--- src/rtl/booth_mul_rad4_seq.sv ---
// Iterative radix-4 Booth multiplier: one Booth digit per cycle, valid/ready on both sides.
// Optional running accumulator enabled by defining BOOTH_MAC_ACCUM_EN.
module booth_mul_rad4_seq #(
   parameter int WIDTH = 8,
   parameter int ACC_W = 2*WIDTH+8
) (
   input  logic               clk,
   input  logic               rst_n,
   input  logic               in_valid,
   output logic               in_ready,
   input  logic               is_signed,
   input  logic [WIDTH-1:0]   a,
   input  logic [WIDTH-1:0]   b,
   output logic               out_valid,
   input  logic               out_ready,
   output logic [2*WIDTH-1:0] product
`ifdef BOOTH_MAC_ACCUM_EN
   ,
   input  logic               acc_clr,
   output logic [ACC_W-1:0]   acc_out
`endif
);

   // state  | meaning
   // S_IDLE | waiting for operands, in_ready=1
   // S_RUN  | retiring one Booth digit per cycle, then loading product
   // S_DONE | product presented, waiting for out_ready

   localparam int N  = WIDTH/2 + 1;
   localparam int PW = 2*WIDTH;
   localparam int BW = WIDTH + 3;
   localparam int CW = $clog2(N+1);
   localparam logic [CW-1:0] LAST = CW'(N);

   if ((WIDTH % 2) != 0 || WIDTH < 4 || ACC_W < 2*WIDTH) begin : g_bad_param
      $error("booth_mul_rad4_seq: WIDTH must be even and >= 4, ACC_W >= 2*WIDTH");
   end

   typedef enum logic [1:0] {S_IDLE, S_RUN, S_DONE} state_t;

   state_t          r_state;
   logic            r_in_ready;
   logic            r_out_valid;
   logic [PW-1:0]   r_product;
   logic [CW-1:0]   r_cnt;
   logic [PW-1:0]   r_psum;
   logic [PW-1:0]   r_m;
   logic [BW-1:0]   r_bext;
   logic [PW-1:0]   w_m2;
   logic [PW-1:0]   w_digit;

   // Guard bits above 2*WIDTH never reach product, so the partial sum and the
   // shifted multiplicand are kept modulo 2^(2*WIDTH); the low bits are exact.
   always_comb begin
      w_m2    = r_m << 1;
      w_digit = '0;
      case (r_bext[2:0])
         3'b001, 3'b010: w_digit = r_m;
         3'b011:         w_digit = w_m2;
         3'b100:         w_digit = -w_m2;
         3'b101, 3'b110: w_digit = -r_m;
         default:        w_digit = '0;
      endcase
   end

`ifdef BOOTH_MAC_ACCUM_EN
   logic             r_acc_clr;
   logic             r_signed;
   logic [ACC_W-1:0] r_acc;
   logic [ACC_W-1:0] w_prod_ext;

   always_comb begin
      w_prod_ext = r_signed ? {{(ACC_W-PW){r_product[PW-1]}}, r_product}
                            : {{(ACC_W-PW){1'b0}}, r_product};
   end

   assign acc_out = r_acc;
`endif

   always_ff @(posedge clk or negedge rst_n) begin
      if (!rst_n) begin
         r_state     <= S_IDLE;
         r_in_ready  <= 1'b1;
         r_out_valid <= 1'b0;
         r_product   <= '0;
         r_cnt       <= '0;
         r_psum      <= '0;
         r_m         <= '0;
         r_bext      <= '0;
`ifdef BOOTH_MAC_ACCUM_EN
         r_acc_clr   <= 1'b0;
         r_signed    <= 1'b0;
         r_acc       <= '0;
`endif
      end else begin
         case (r_state)
            S_IDLE: begin
               if (in_valid && r_in_ready) begin
                  r_m        <= is_signed ? {{WIDTH{a[WIDTH-1]}}, a} : {{WIDTH{1'b0}}, a};
                  r_bext     <= is_signed ? {{2{b[WIDTH-1]}}, b, 1'b0} : {2'b00, b, 1'b0};
                  r_psum     <= '0;
                  r_cnt      <= '0;
                  r_in_ready <= 1'b0;
                  r_state    <= S_RUN;
`ifdef BOOTH_MAC_ACCUM_EN
                  r_acc_clr  <= acc_clr;
                  r_signed   <= is_signed;
`endif
               end
            end
            S_RUN: begin
               if (r_cnt == LAST) begin
                  r_product   <= r_psum;
                  r_out_valid <= 1'b1;
                  r_state     <= S_DONE;
               end else begin
                  r_psum <= r_psum + w_digit;
                  r_m    <= r_m << 2;
                  r_bext <= r_bext >> 2;
                  r_cnt  <= r_cnt + 1'b1;
               end
            end
            S_DONE: begin
               if (out_ready) begin
                  r_out_valid <= 1'b0;
                  r_in_ready  <= 1'b1;
                  r_state     <= S_IDLE;
`ifdef BOOTH_MAC_ACCUM_EN
                  r_acc       <= (r_acc_clr ? '0 : r_acc) + w_prod_ext;
`endif
               end
            end
            default: begin
               r_state     <= S_IDLE;
               r_in_ready  <= 1'b1;
               r_out_valid <= 1'b0;
            end
         endcase
      end
   end

   assign in_ready  = r_in_ready;
   assign out_valid = r_out_valid;
   assign product   = r_product;

endmodule

--- config.mk ---
export PLATFORM = sky130hd
export DESIGN_NAME = booth_mul_rad4_seq
export DESIGN_NICKNAME = d
export VERILOG_FILES = /design/src/rtl/booth_mul_rad4_seq.sv
export SDC_FILE = /design/constraint.sdc
export NUM_CORES = 1
export LEC_CHECK = 0
export ABC_CLOCK_PERIOD_IN_PS = 9870
export CORE_MARGIN = 3
export CORE_UTILIZATION = 35
export DETAILED_ROUTE_END_ITERATION = 6
export GPL_TIMING_DRIVEN = 0
export PLACE_DENSITY = 0.54
export SKIP_LAST_GASP = 1
export SYNTH_ARGS = -nofsm -noshare
export SYNTH_HDL_FRONTEND = slang
export SYNTH_SLANG_ARGS = --single-unit
--- constraint.sdc ---
create_clock -name clk -period 9.87 [get_ports clk]
set_input_delay 1.4805 -clock clk [delete_from_list [all_inputs] [get_ports clk]]
set_output_delay 1.4805 -clock clk [all_outputs]
set_load 0.01 [all_outputs]
# After elaboration in Yosys (flattened, before gate mapping)
# Cells that the tools add are included.
dict set report word_totals {
  rom_bits 0
  memories 0
  mem_bits_rw 0
  regBits 66
  latch_bits 0
}
dict set report op_classes {
  div_mod_pow 0
  eq_ne 13
  n_reduce_logical 10
  shifts 0
  n_bitwise 2
  magnitude_cmp 0
  muxes 25
  multipliers 0
  add_sub_neg 4
}
# operator n
set op_table {}
lappend op_table {{$mux 16} 5}
lappend op_table {{$pmux 16 s2} 2}
lappend op_table {{$pmux 16 s4} 1}
lappend op_table {{$mux 11} 3}
lappend op_table {{$neg 16->16} 2}
lappend op_table {{$pmux 11 s2} 1}
lappend op_table {{$add 16x16->16} 1}
lappend op_table {{$eq 3x3->1 const B} 4}
lappend op_table {{$reduce_and 3->1} 4}
lappend op_table {{$ne 2x2->1 const B} 4}
lappend op_table {{$eq 3x2->1 const B} 2}
lappend op_table {{$mux 2} 3}
lappend op_table {{$mux 3} 2}
lappend op_table {{$pmux 1 s3} 2}
lappend op_table {{$pmux 2 s3} 1}
lappend op_table {{$pmux 3 s2} 1}
lappend op_table {{$mux 1} 4}
lappend op_table {{$reduce_or 2->1} 2}
lappend op_table {{$add 3x1->3 const B} 1}
lappend op_table {{$eq 3x1->1 const B} 1}
lappend op_table {{$eq 2x1->1 const B} 1}
lappend op_table {{$eq 2x2->1 const B} 1}
lappend op_table {{$logic_not 2->1} 1}
lappend op_table {{$not 1->1} 2}
lappend op_table {{other kinds (3)} 3}

# Logic depth before layout (Yosys ltp)
dict set report depth {
  ltp_word 6
  ltp_mapped 17
}

# Worst setup path after synthesis
# Ideal clock, no wire load.
dict set report synth_timing {
  path_kind {register to register}
  start {register r_m[6]}
  end {register r_psum[15]}
  arrival_time_ns 3.200
  setup_slack_ns 6.551
  stages_incl_launch_ff 16
  setup_time_ns 0.119
  path_buffers 1
  cell_sequence {dfrtp_1 buf_6 nor4_4 nand3_1 or3_1 xor2_1 a211oi_2 a21o_1 a21oi_1 ha_1 nand2_1 or3_1 o21ai_0 and3_1 o31ai_1 a21bo_1}
}
dict set report synth_between {
  elab_chain_len 5
  elab_cells_between_ends 6
  classes_between {3 x add/sub; 3 x mux}
}
# item line_no
set synth_lines {}
lappend synth_lines {{start, declared} 47} ;# logic [PW-1:0] r_m;
lappend synth_lines {{start signal, assigned} 99} ;# r_m <= is_signed ? {{WIDTH{a[WIDTH-1]}}, a} : {{WIDTH{1'b0}}, a};
lappend synth_lines {{start signal, assigned} 118} ;# r_m <= r_m << 2;
lappend synth_lines {{$neg 16->16, on equally long branches} {61, 60}}
lappend synth_lines {{$pmux 16 s4 *} 57} ;# case (r_bext[2:0])
lappend synth_lines {{$add 16x16->16 *} 117} ;# r_psum <= r_psum + w_digit;
lappend synth_lines {{$mux 16 *} 112} ;# if (r_cnt == LAST) begin
lappend synth_lines {{$pmux 16 s2 *} 96} ;# case (r_state)
lappend synth_lines {{end signal, assigned} 117}
lappend synth_lines {{end, declared} 46} ;# logic [PW-1:0] r_psum;
# Every way passes the cells marked *; elsewhere a longest branch is shown, timed or not. The select of a mux whose other input is x is not followed.
# A chain may end at the register's enable or synchronous reset.

# Worst setup path in the final report
dict set report layout_timing {
  start {register r_m[1]}
  end {register r_psum[15]}
}
# Same word-level chain as after synthesis.

==> results.md <==
- FFs w/ async S/R, synth: 1.000
- Via/cell ratio: 5.394
- Worst slew pin tran: 1.029 ns
- Status: complete, no violations
- Antenna Violating Nets Remaining: 0
- Setup_tns: 0 ns
- Max transition margin: 0.3122
- Core Footprint: 11,520 um^2
- Register bit total from synthesis: 65
- GR Util met2: 0.2681
- Post-synth EDFFs: 0
- Final instance area: between 5000 and 6000 um^2
- Core Util, Final: 0.4345
- Clk_lat worst skew: 0.33 ns
- CTS Buffer Depth: 2
- Layout cells sized above 1: 0.1035
- CP delay by family, top: simple AND/OR/NAND/NOR gates
- Initial antenna violation count: 0
- Synthesized area per cell: 9.083 um^2
- Combined buffer and inverter count along the critical path: 1
- Max incr delay on CP: 0.44 ns
- Core Rows: 39
- Crit path launch type: register
- DR pass1 iterations: 4
- Fin cells: 655
- Seq/Total Area, Yosys: 0.3913
- WS Path Type: register to register
- Drt drc: 0
- Number of port buffers: 38
- Area of the multi-input gates: between 2000 and 2500 um^2
- Final GP Congestion: 0.8780
- Die Ht: 115.0 um
- Final nets: 547
- Detailed Route Iter0 Violations: 232
- CP required: about 10 ns
- Vias in the first global route: 3,487
- # diodes: 0
- H-tree Lvls: 3
- Clock slew at reported path FFs: 0.05 ns
- CP max-delay cell: dfrtp_1
- Hpwl dp: around 8100 um
- Gr usage total: 0.1757
- Worst Setup End Kind: register
- Top Ports: 39
- Pleak: 2.280 nW
- Top post-synthesis cells by area: dfrtp_1, ha_1, nand2_1
- Reg area: 1628 um^2
- Total CTS buffers: 9
- Max Clock Skew: 0.005738 ns
- Arr. time, crit path: 4.17 ns
- Main synth FF type: dfrtp_1
- Cell total after placement: 639
- First-pass GRT wire length: 18,230 um
- M3 GR Usage: 0.03579
- CTS Sinks: 65
- CTS tree: done
- Crit path max fanout: 5
- Setup violators final: 0
- Worst hold slack: between 0.4 and 0.5 ns
- Syn_nets: 498
- Die W: 115.0 um
- Clk root buf: clkbuf_16
- Minimum clock period: 3.953 ns
- Starting Density: 0.3613
- Die area: ~13,000 um^2
- Post-CTS Setup Inserts: 0
- CTS Hold Bufs: 0
- Most used routing layer: met2
- Synth area leader: dfrtp_1
- Slew Limit Fails: 0
- Hold Vio Cnt, Final: 0
- Largest net degree at the start of global routing: 66
- Peak supply drop: around 120 uV
- Placement Cell Area: 4717 um^2
- Synth unique cells: between 50 and 60
- Maxcap violations: 0
- Routed wire length: 11,040 um
- Yosys warning count: 0
- Worst slack at placement: 5.819 ns
- Period utilization: 0.4005
- Cell Area, Synth: ~4200 um^2
- Total design power: 1.964 mW
- Pwr/cell area: 392.5 nW/um^2
- RSZ-0062 raised after global routing: false
- Vias: 3,533
- Fillers: 1,175
- FMAX: between 200 and 300 MHz
- Setup ws final: 5.917 ns
- Post-synth top area share: 0.3850
- Worst path cell trace: inv_1 > ha_1 > nor2b_1 > nand3_1 > or3_1 > xor2_1 > a211oi_2 > a21o_1 > a21oi_1 > ha_1 > nand2_1 > or3_1 > o21ai_0 > and3_1 > o31ai_1 > a21bo_1
- M1 GR Usage: 0.2471
- Post_cts resized: 0
- Synth-to-layout area growth: 20.27%
- Remaining Overflow, GRT: 0
- Worst hold-check path type: register to register
- Routed wire per std cell: roughly 17 um
- Syn Inst Count: around 460
flip-flops by register name, indices dropped and copies added, names as in the netlist:
name	flops
product	16
r_m	16
r_psum	16
r_bext	10
r_cnt	3
r_state	2
in_ready	1
out_valid	1
worst reg2reg max path, delay by kind of cell (launching register included):
family	cells	cell delay [ns]
AOI/OAI and AO/OA	6	0.99
xor gates and xnor gates	1	0.17
adders and majority gates	2	0.61
DFF	1	0.44
buffers and inverters	1	0.10
and+or+nand+nor	6	1.52
power by group:
group / switching [mW] / leakage, nW / internal (mW) / total [mW]
combinational: 0.704 / 1.30 / 0.494 / 1.20
clock: 0.113 / 0.139 / 0.190 / 0.303
sequential: 0.0806 / 0.840 / 0.381 / 0.462
total: 0.898 / 2.28 / 1.07 / 1.96
logic make-up (layout without fill, tap and decap cells):
family | after synthesis | after routing | synth area share
DFF | 65 | 65 | 0.3913
AOI/OAI and AO/OA | 142 | 142 | 0.2150
xor gates and xnor gates | 28 | 28 | 0.05895
and+or+nand+nor | 131 | 131 | 0.1483
buffers and inverters | 41 | 95 | 0.04451
muxes | 32 | 32 | 0.08300
adders and majority gates | 19 | 19 | 0.05895
routing by layer:
layer / up-vias / part of all wire
met2: 71 / 0.46
li1: 1739 / -
met5: - / 0
met4: 0 / 0.021
met1: 1707 / 0.48
met3: 16 / 0.046
synthesized netlist by cell type (2+ instances only):
cell type	instances
a211oi_1	3
a211oi_2	2
a21o_1	11
a21oi_1	39
a21oi_2	2
a221oi_1	11
a22o_1	4
a22oi_1	3
a31oi_1	3
a32o_1	3
and3_1	2
buf_1	2
buf_2	4
buf_6	3
clkbuf_1	21
dfrtp_1	64
ha_1	18
inv_1	9
mux2_2	16
mux2i_1	15
nand2_1	60
nand2b_1	4
nand3_1	5
nand4_1	2
nor2_1	31
nor2b_1	4
nor3_1	7
o211ai_1	2
o21a_1	2
o21ai_0	44
o22ai_1	3
o31ai_1	4
or2_2	2
or3_1	4
xnor2_1	15
xor2_1	13
cell usage in the layout, fill, tap and decap left out, drive strengths merged, types with 11 or more instances in the layout:
| master | n |
|---|---|
| a21oi | 41 |
| o21ai | 45 |
| dfrtp | 64 |
| nand2 | 60 |
| clkdlybuf4s50 | 37 |
| xnor2 | 15 |
| xor2 | 13 |
| nor2 | 31 |
| a221oi | 11 |
| mux2i | 15 |
| buf | 11 |
| clkbuf | 35 |
| mux2 | 17 |
| ha | 18 |
| a21o | 11 |
layout make-up:
type | instances | share of cell area
plain buffers | 31 | 0.02951
clock buffers | 14 | 0.05476
clock inverters | 2 | 0.002501
inverters | 10 | 0.007502
multi-input cells | 352 | 0.4691
flip-flops and latches | 65 | 0.3253
well taps | 143 | 0.03576
repair buffers | 38 | 0.07552
path summary, 6_finish.rpt:
kind,startpoint,to,slack [ns],depth (start not counted)
min in group asynchronous,rst_n,product[2],1.26,1
hold / removal,r_bext[3],r_bext[3],0.49,2
setup reg to reg,r_m[1],r_psum[15],5.92,16
max in group asynchronous,rst_n,r_bext[1],8.05,1
setup / recovery,r_m[1],r_psum[15],5.92,16
hold reg to reg,r_bext[3],r_bext[3],0.49,2
Note: power is estimated with default switching activity, not from simulation.
